File: config.mk
export PLATFORM = sky130hd
export DESIGN_NAME = fetch_insn_queue
export DESIGN_NICKNAME = d
export VERILOG_FILES = /design/src/rtl/fetch_insn_queue_pkg.sv /design/src/rtl/fetch_insn_queue_fifo_ptr_ctrl.sv /design/src/rtl/fetch_insn_queue.sv
export SDC_FILE = /design/constraint.sdc
export NUM_CORES = 1
export LEC_CHECK = 0
export BUFFER_PORTS_ARGS = -buffer_cell sky130_fd_sc_hd__buf_2
export CORE_UTILIZATION = 45
export DETAILED_ROUTE_END_ITERATION = 8
export GPL_TIMING_DRIVEN = 0
export PLACE_DENSITY = 0.74
export SLEW_MARGIN = 20
export SYNTH_ARGS = -nofsm -noshare
export SYNTH_HDL_FRONTEND = slang
export SYNTH_HIERARCHICAL = 1
export SYNTH_SLANG_ARGS = --single-unit
File: constraint.sdc
create_clock -name clk -period 12.85 [get_ports clk]
set_input_delay 2.57 -clock clk [delete_from_list [all_inputs] [get_ports clk]]
set_output_delay 2.57 -clock clk [all_outputs]
set_load 0.01 [all_outputs]
File: src/rtl/fetch_insn_queue_pkg.sv
// Types shared by fetch and the fetch-to-decode instruction queue.
// Width macros fall back to defaults when the surrounding build does not define them.
`ifndef M_WIDTH
`define M_WIDTH 64
`endif
`ifndef LG_PHT_SZ
`define LG_PHT_SZ 16
`endif

package fetch_insn_queue_pkg;

    localparam int unsigned MWidth  = `M_WIDTH;
    localparam int unsigned LgPhtSz = `LG_PHT_SZ;

    typedef struct packed {
        logic [31:0]         insn;
        logic [MWidth-1:0]   pc;
        logic                pred;
        logic [LgPhtSz-1:0]  pht_idx;
        logic [MWidth-1:0]   pred_target;
`ifdef ENABLE_CYCLE_ACCOUNTING
        logic [63:0]         fetch_cycle;
`endif
    } fetch_entry_t;

endpackage

File: src/rtl/fetch_insn_queue_fifo_ptr_ctrl.sv
// Head/tail pointer and occupancy control for the fetch instruction queue.
// Pointers carry one extra wrap bit so full and empty are distinguishable.
module fetch_insn_queue_fifo_ptr_ctrl #(
    parameter int unsigned LG_DEPTH = 3
) (
    input  logic                clk,
    input  logic                reset_n,
    input  logic                flush,
    input  logic                push,
    input  logic                pop,
    output logic                enq,
    output logic                deq,
    output logic                full,
    output logic                empty,
    output logic                almost_full,
    output logic [LG_DEPTH-1:0] head_idx,
    output logic [LG_DEPTH-1:0] tail_idx,
    output logic [LG_DEPTH:0]   occupancy
);

    localparam int unsigned       Depth   = 1 << LG_DEPTH;
    localparam logic [LG_DEPTH:0] One     = (LG_DEPTH+1)'(1);
    localparam logic [LG_DEPTH:0] AfLevel = (LG_DEPTH+1)'(Depth - 1);

    logic [LG_DEPTH:0] head_q, tail_q, occ_q;

    always_comb begin
        empty = (head_q == tail_q);
        full  = (head_q[LG_DEPTH-1:0] == tail_q[LG_DEPTH-1:0]) &&
                (head_q[LG_DEPTH] != tail_q[LG_DEPTH]);
        // Flush wins over both handshakes in the same cycle.
        enq   = push && !full && !flush;
        deq   = pop && !empty && !flush;
    end

    always_ff @(posedge clk or negedge reset_n) begin
        if (!reset_n) begin
            head_q <= '0;
            tail_q <= '0;
            occ_q  <= '0;
        end else if (flush) begin
            head_q <= '0;
            tail_q <= '0;
            occ_q  <= '0;
        end else begin
            if (enq) tail_q <= tail_q + One;
            if (deq) head_q <= head_q + One;
            case ({enq, deq})
                2'b10:   occ_q <= occ_q + One;
                2'b01:   occ_q <= occ_q - One;
                default: occ_q <= occ_q;
            endcase
        end
    end

    assign head_idx    = head_q[LG_DEPTH-1:0];
    assign tail_idx    = tail_q[LG_DEPTH-1:0];
    assign occupancy   = occ_q;
    assign almost_full = (occ_q >= AfLevel);

endmodule

File: src/rtl/fetch_insn_queue.sv
// Instruction FIFO between fetch and decode; head entry feeds the decoder directly.
// in_ready depends only on registered state, so a dequeue never frees a slot in the same cycle.
module fetch_insn_queue
    import fetch_insn_queue_pkg::*;
#(
    parameter int unsigned LG_DEPTH = 3
) (
    input  logic                clk,
    input  logic                reset_n,
    input  logic                flush,
    input  logic                in_valid,
    output logic                in_ready,
    input  logic [31:0]         in_insn,
    input  logic [MWidth-1:0]   in_pc,
    input  logic                in_pred,
    input  logic [LgPhtSz-1:0]  in_pht_idx,
    input  logic [MWidth-1:0]   in_pred_target,
`ifdef ENABLE_CYCLE_ACCOUNTING
    input  logic [63:0]         in_fetch_cycle,
`endif
    output logic                out_valid,
    input  logic                out_ready,
    output logic [31:0]         out_insn,
    output logic [MWidth-1:0]   out_pc,
    output logic                out_pred,
    output logic [LgPhtSz-1:0]  out_pht_idx,
    output logic [MWidth-1:0]   out_pred_target,
`ifdef ENABLE_CYCLE_ACCOUNTING
    output logic [63:0]         out_fetch_cycle,
`endif
    output logic [LG_DEPTH:0]   occupancy,
    output logic                almost_full
);

    localparam int unsigned Depth = 1 << LG_DEPTH;

    logic                enq, deq, full, empty;
    logic [LG_DEPTH-1:0] head_idx, tail_idx;
    fetch_entry_t        wr_entry, head_entry;
    fetch_entry_t        mem [Depth];

    fetch_insn_queue_fifo_ptr_ctrl #(
        .LG_DEPTH (LG_DEPTH)
    ) u_ptr_ctrl (
        .clk         (clk),
        .reset_n     (reset_n),
        .flush       (flush),
        .push        (in_valid),
        .pop         (out_ready),
        .enq         (enq),
        .deq         (deq),
        .full        (full),
        .empty       (empty),
        .almost_full (almost_full),
        .head_idx    (head_idx),
        .tail_idx    (tail_idx),
        .occupancy   (occupancy)
    );

    always_comb begin
        wr_entry             = '0;
        wr_entry.insn        = in_insn;
        wr_entry.pc          = in_pc;
        wr_entry.pred        = in_pred;
        wr_entry.pht_idx     = in_pht_idx;
        wr_entry.pred_target = in_pred_target;
`ifdef ENABLE_CYCLE_ACCOUNTING
        wr_entry.fetch_cycle = in_fetch_cycle;
`endif
    end

    // Storage is intentionally not reset; out_* is don't-care while empty.
    always_ff @(posedge clk) begin
        if (enq) mem[tail_idx] <= wr_entry;
    end

    assign head_entry      = mem[head_idx];
    assign in_ready        = !full;
    assign out_valid       = !empty;
    assign out_insn        = head_entry.insn;
    assign out_pc          = head_entry.pc;
    assign out_pred        = head_entry.pred;
    assign out_pht_idx     = head_entry.pht_idx;
    assign out_pred_target = head_entry.pred_target;
`ifdef ENABLE_CYCLE_ACCOUNTING
    assign out_fetch_cycle = head_entry.fetch_cycle;
`endif

    logic unused_deq;
    assign unused_deq = deq;

endmodule

==> flow_metrics.py <==
metrics = {
    "cells_and_area": {
        "num-nets-final": 2958,
        "n_fill_cell": 8608,
        "layout-area-overhead-vs-synth_pct": 20.0,
        "fin_cells": 4487,
        "layout-drive-gt1-share_pct": 44.0,
        "multi_input_area_um2": 10600,
        "fin_area_um2": 64700,
        "finish.utilization_pct": 54.6,
        "layout.area.seq_um2": 42800,
    },
    "setup_path": {
        "critPathBufInv": 4,
        "path_common_cell": "clkbuf_1",
        "cp_top_family": "buffers and inverters",
        "cp.required_ns": 10.28,
        "worst_path_largest_cell_delay_ns": 0.78,
        "worstPathArrival_ns": 3.81,
        "crit_path_start_kind": "flip-flop",
        "crit_slowest_cell": "clkbuf_1",
        "critPathKind": "reg -> out",
        "path_cells": "buf_4, clkbuf_1, clkbuf_1, mux4_2, mux2_2, buf_2",
        "crit_path_max_fanout": 10,
        "cp-end-kind": "output port",
    },
    "floorplan": {
        "io_pins": 366,
        "dieHeight_um": 348,
        "initial_utilization_pct": 45.5,
        "rows": 126,
        "die_x_um": 348,
        "core_um2": 118000,
        "die_area_um2": 121000,
    },
    "sta": {
        "finalSetupViolCount": 0,
        "slew_violations": 0,
        "fin_skew_ns": 0.0333,
        "final_hold_viol_count": 0,
        "rsz0062_at_grt": "no",
        "tightestPinTransition_ns": 1.06,
        "post-route-min-period_ns": 6.38,
        "timing.final.crit_share_pct": 49.7,
        "fmax_mhz": 157,
        "slew_headroom_pct": 29.3,
    },
    "placement": {
        "place_hpwl_mm": 78.7,
        "port_buffers": 365,
        "place_area_um2": 60000,
        "dpl.cell_count": 4223,
        "place_congestion": 0.810,
    },
    "clock_tree": {
        "cts_setup_buffers": 0,
        "cts_tree": "yes",
        "cts.sinks": 1428,
        "cts_buffers": 145,
        "clk_path_buf_depth": 3,
        "cts_resized": 0,
        "clkLatencyLatePin_ns": 0.75,
        "cts-hold-fix-buffers": 0,
        "clockRootBuffer": "clkbuf_16",
        "clkTransAtPathRegs_ns": 0.06,
        "htree_num_levels": 4,
    },
    "route": {
        "wire_per_inst_um": 27.1,
        "drc": 0,
        "drt_pre_antenna_iters": 5,
        "vias_per_cell": 5.59,
        "vias": 25100,
        "drtIter0Drc": 2546,
        "wirelength_mm": 121,
        "ant_nets": 0,
    },
    "global_route": {
        "grt_pass1_wl_mm": 176,
        "grt_remaining_overflow": 0,
        "grt_pass1_vias": 26400,
        "antenna_found_initial": 31,
        "grt_max_degree": 20,
        "grt_use_total_pct": 20.2,
    },
    "job": {
        "drv_cap": 0,
    },
    "synthesis": {
        "postSynthNetCount": 2339,
        "ys.flop_type": "edfxtp_1",
        "async_reset_ff_share_pct": 0.840,
        "synth_edf_count": 1416,
        "ys_types": 37,
        "synth_area_per_cell_um2": 25.0,
        "ys_warn_count": 6,
        "netlist_instances": 2152,
        "synth_seq_area_share_pct": 79.5,
        "synth.ff_latch_count": 1428,
        "netlist_area_um2": 53900,
    },
    "power": {
        "clkPwrFrac_pct": 38.1,
        "p_int_w": 0.00823,
        "power.total_w": 0.0106,
        "p_per_area_nw_per_um2": 165,
        "p_sw_w": 0.00242,
        "p_sw_share_pct": 22.7,
        "pwr-share-comb_pct": 12.9,
        "irDropWorstVdd_v": 0.000138,
        "p_leak_nw": 20.7,
        "power_frac_seq_pct": 49.0,
    },
    "worst_hold_path": {
        "hold_class": "reg -> reg",
    },
    "outcome": {
        "status": "complete, no violations",
    },
}
[per-layer routing]
layer / up-vias / share of wire, % / track usage [%]
li1: 10500 / - / -
met1: 13300 / 38 / 25.5
met2: 1053 / 51 / 34.3
met3: 185 / 8.6 / 5.70
met4: 36 / 1.8 / 5.48
met5: - / 0.18 / 0
[cell type report]
| type | instances | area share, % |
|---|---|---|
| repair buffers | 472 | 6.32 |
| flip-flops and latches | 1428 | 66.2 |
| inverters | 4 | 0.0232 |
| diodes | 8 | 0.0310 |
| plain buffers | 107 | 0.832 |
| clock inverters | 75 | 1.19 |
| clock buffers | 180 | 5.91 |
| well taps | 1600 | 3.10 |
| multi-input cells | 613 | 16.4 |
[flip-flops by register name (all words and copies together) (netlist names)]
name	flops
mem	1416
u_ptr_ctrl/head_q	4
u_ptr_ctrl/occupancy	4
u_ptr_ctrl/tail_q	4
[cell families after synthesis]
logic type,Yosys count,share of synthesized area [%]
AOI/OAI and AO/OA,21,0.274
adders and majority gates,5,0.130
buffers and inverters,111,1.02
xor gates and xnor gates,10,0.163
DFF,1428,79.5
muxes,535,18.6
and+or+nand+nor,42,0.385
[per-stage QoR]
stage	hold WS, ns	TNS (ns)	worst slack, ns
CTS	0.605	0	6.28
global route	0.646	0	6.29
finish	0.606	0	6.47
detailed placement	0.596	0	7.12
global placement	0.586	-9235.34	-6.98
floorplan	0.563	0	1.74
[placed cells by master (no fill, tap or decap), types with 3 or more instances in the layout]
cell type   instances
clkinv_1           28
buf_4               6
ha_1                4
buf_1               4
clkinv_8            3
edfxtp_1         1416
inv_1               4
bufinv_16          12
nor2_1             12
nand3_1             6
mux2i_1             3
xor2_1              6
a21oi_1             6
buf_2             405
nand2b_1            3
nor2b_1             3
clkbuf_2            3
inv_6               4
clkinv_2           20
buf_6              11
or3_1               4
clkinvlp_4          3
buf_8              36
mux2_2            178
nor2_4              6
buf_12             25
clkbuf_16         148
xnor2_1             4
clkbuf_1           78
buf_16             43
diode_2             8
dfrtp_1            12
mux4_2            354
o21ai_0             5
[worst reg2reg max path, delay by kind of cell (launching register included)]
kind | cells | cell delay, ns
buffers and inverters | 6 | 1.19
and+or+nand+nor | 3 | 1.13
DFF | 1 | 0.46
xor gates and xnor gates | 1 | 0.38
AOI/OAI and AO/OA | 1 | 0.23
[power groups by stage]
stage / registers (W) / logic, W / clock network [W]
floorplan: 0.00533 / 0.000881 / 0
global placement: 0.00535 / 0.00133 / 0
detailed placement: 0.00531 / 0.00139 / 0
CTS: 0.00522 / 0.00140 / 0.00413
global route: 0.00522 / 0.00147 / 0.00430
finish: 0.00522 / 0.00138 / 0.00405
[cell usage after synthesis (2+ instances only)]
library cell  count  area share (%)
nor2_1           18            0.13
nand2b_1          3           0.035
dfrtp_1          12            0.56
clkbuf_1         49            0.34
buf_6             8            0.17
buf_4             6           0.084
mux2i_1           3           0.056
a21oi_1           6           0.056
mux2_2          178             3.7
or3_1             4           0.046
buf_2            40            0.37
buf_1             4           0.028
o21ai_0           5           0.046
ha_1              4           0.093
inv_1             4           0.028
mux4_2          354              15
xor2_1            6           0.098
xnor2_1           4           0.065
nor2b_1           3           0.035
nor3_1            2           0.019
nand2_1           2           0.014
edfxtp_1       1416              79
nand3_1           6           0.056
and2_1            2           0.023
[path summary, 6_finish.rpt]
kind | start | cells past startpoint | endpoint | slack, ns
worst max register to register | u_ptr_ctrl/head_q[1]$_DFFE_PN0P_ | 11 | mem[0][123]$_DFFE_PP_ | 9.13
worst min register to register | u_ptr_ctrl/head_q[3]$_DFFE_PN0P_ | 2 | u_ptr_ctrl/head_q[3]$_DFFE_PN0P_ | 0.61
min in group asynchronous | reset_n | 1 | u_ptr_ctrl/tail_q[3]$_DFFE_PN0P_ | 1.70
worst min-delay path | u_ptr_ctrl/head_q[3]$_DFFE_PN0P_ | 2 | u_ptr_ctrl/head_q[3]$_DFFE_PN0P_ | 0.61
max in group asynchronous | reset_n | 1 | u_ptr_ctrl/head_q[1]$_DFFE_PN0P_ | 10.92
worst max-delay path | u_ptr_ctrl/head_q[2]$_DFFE_PN0P_ | 6 | out_pc[28] | 6.47
Note: power is estimated with default switching activity, not from simulation.
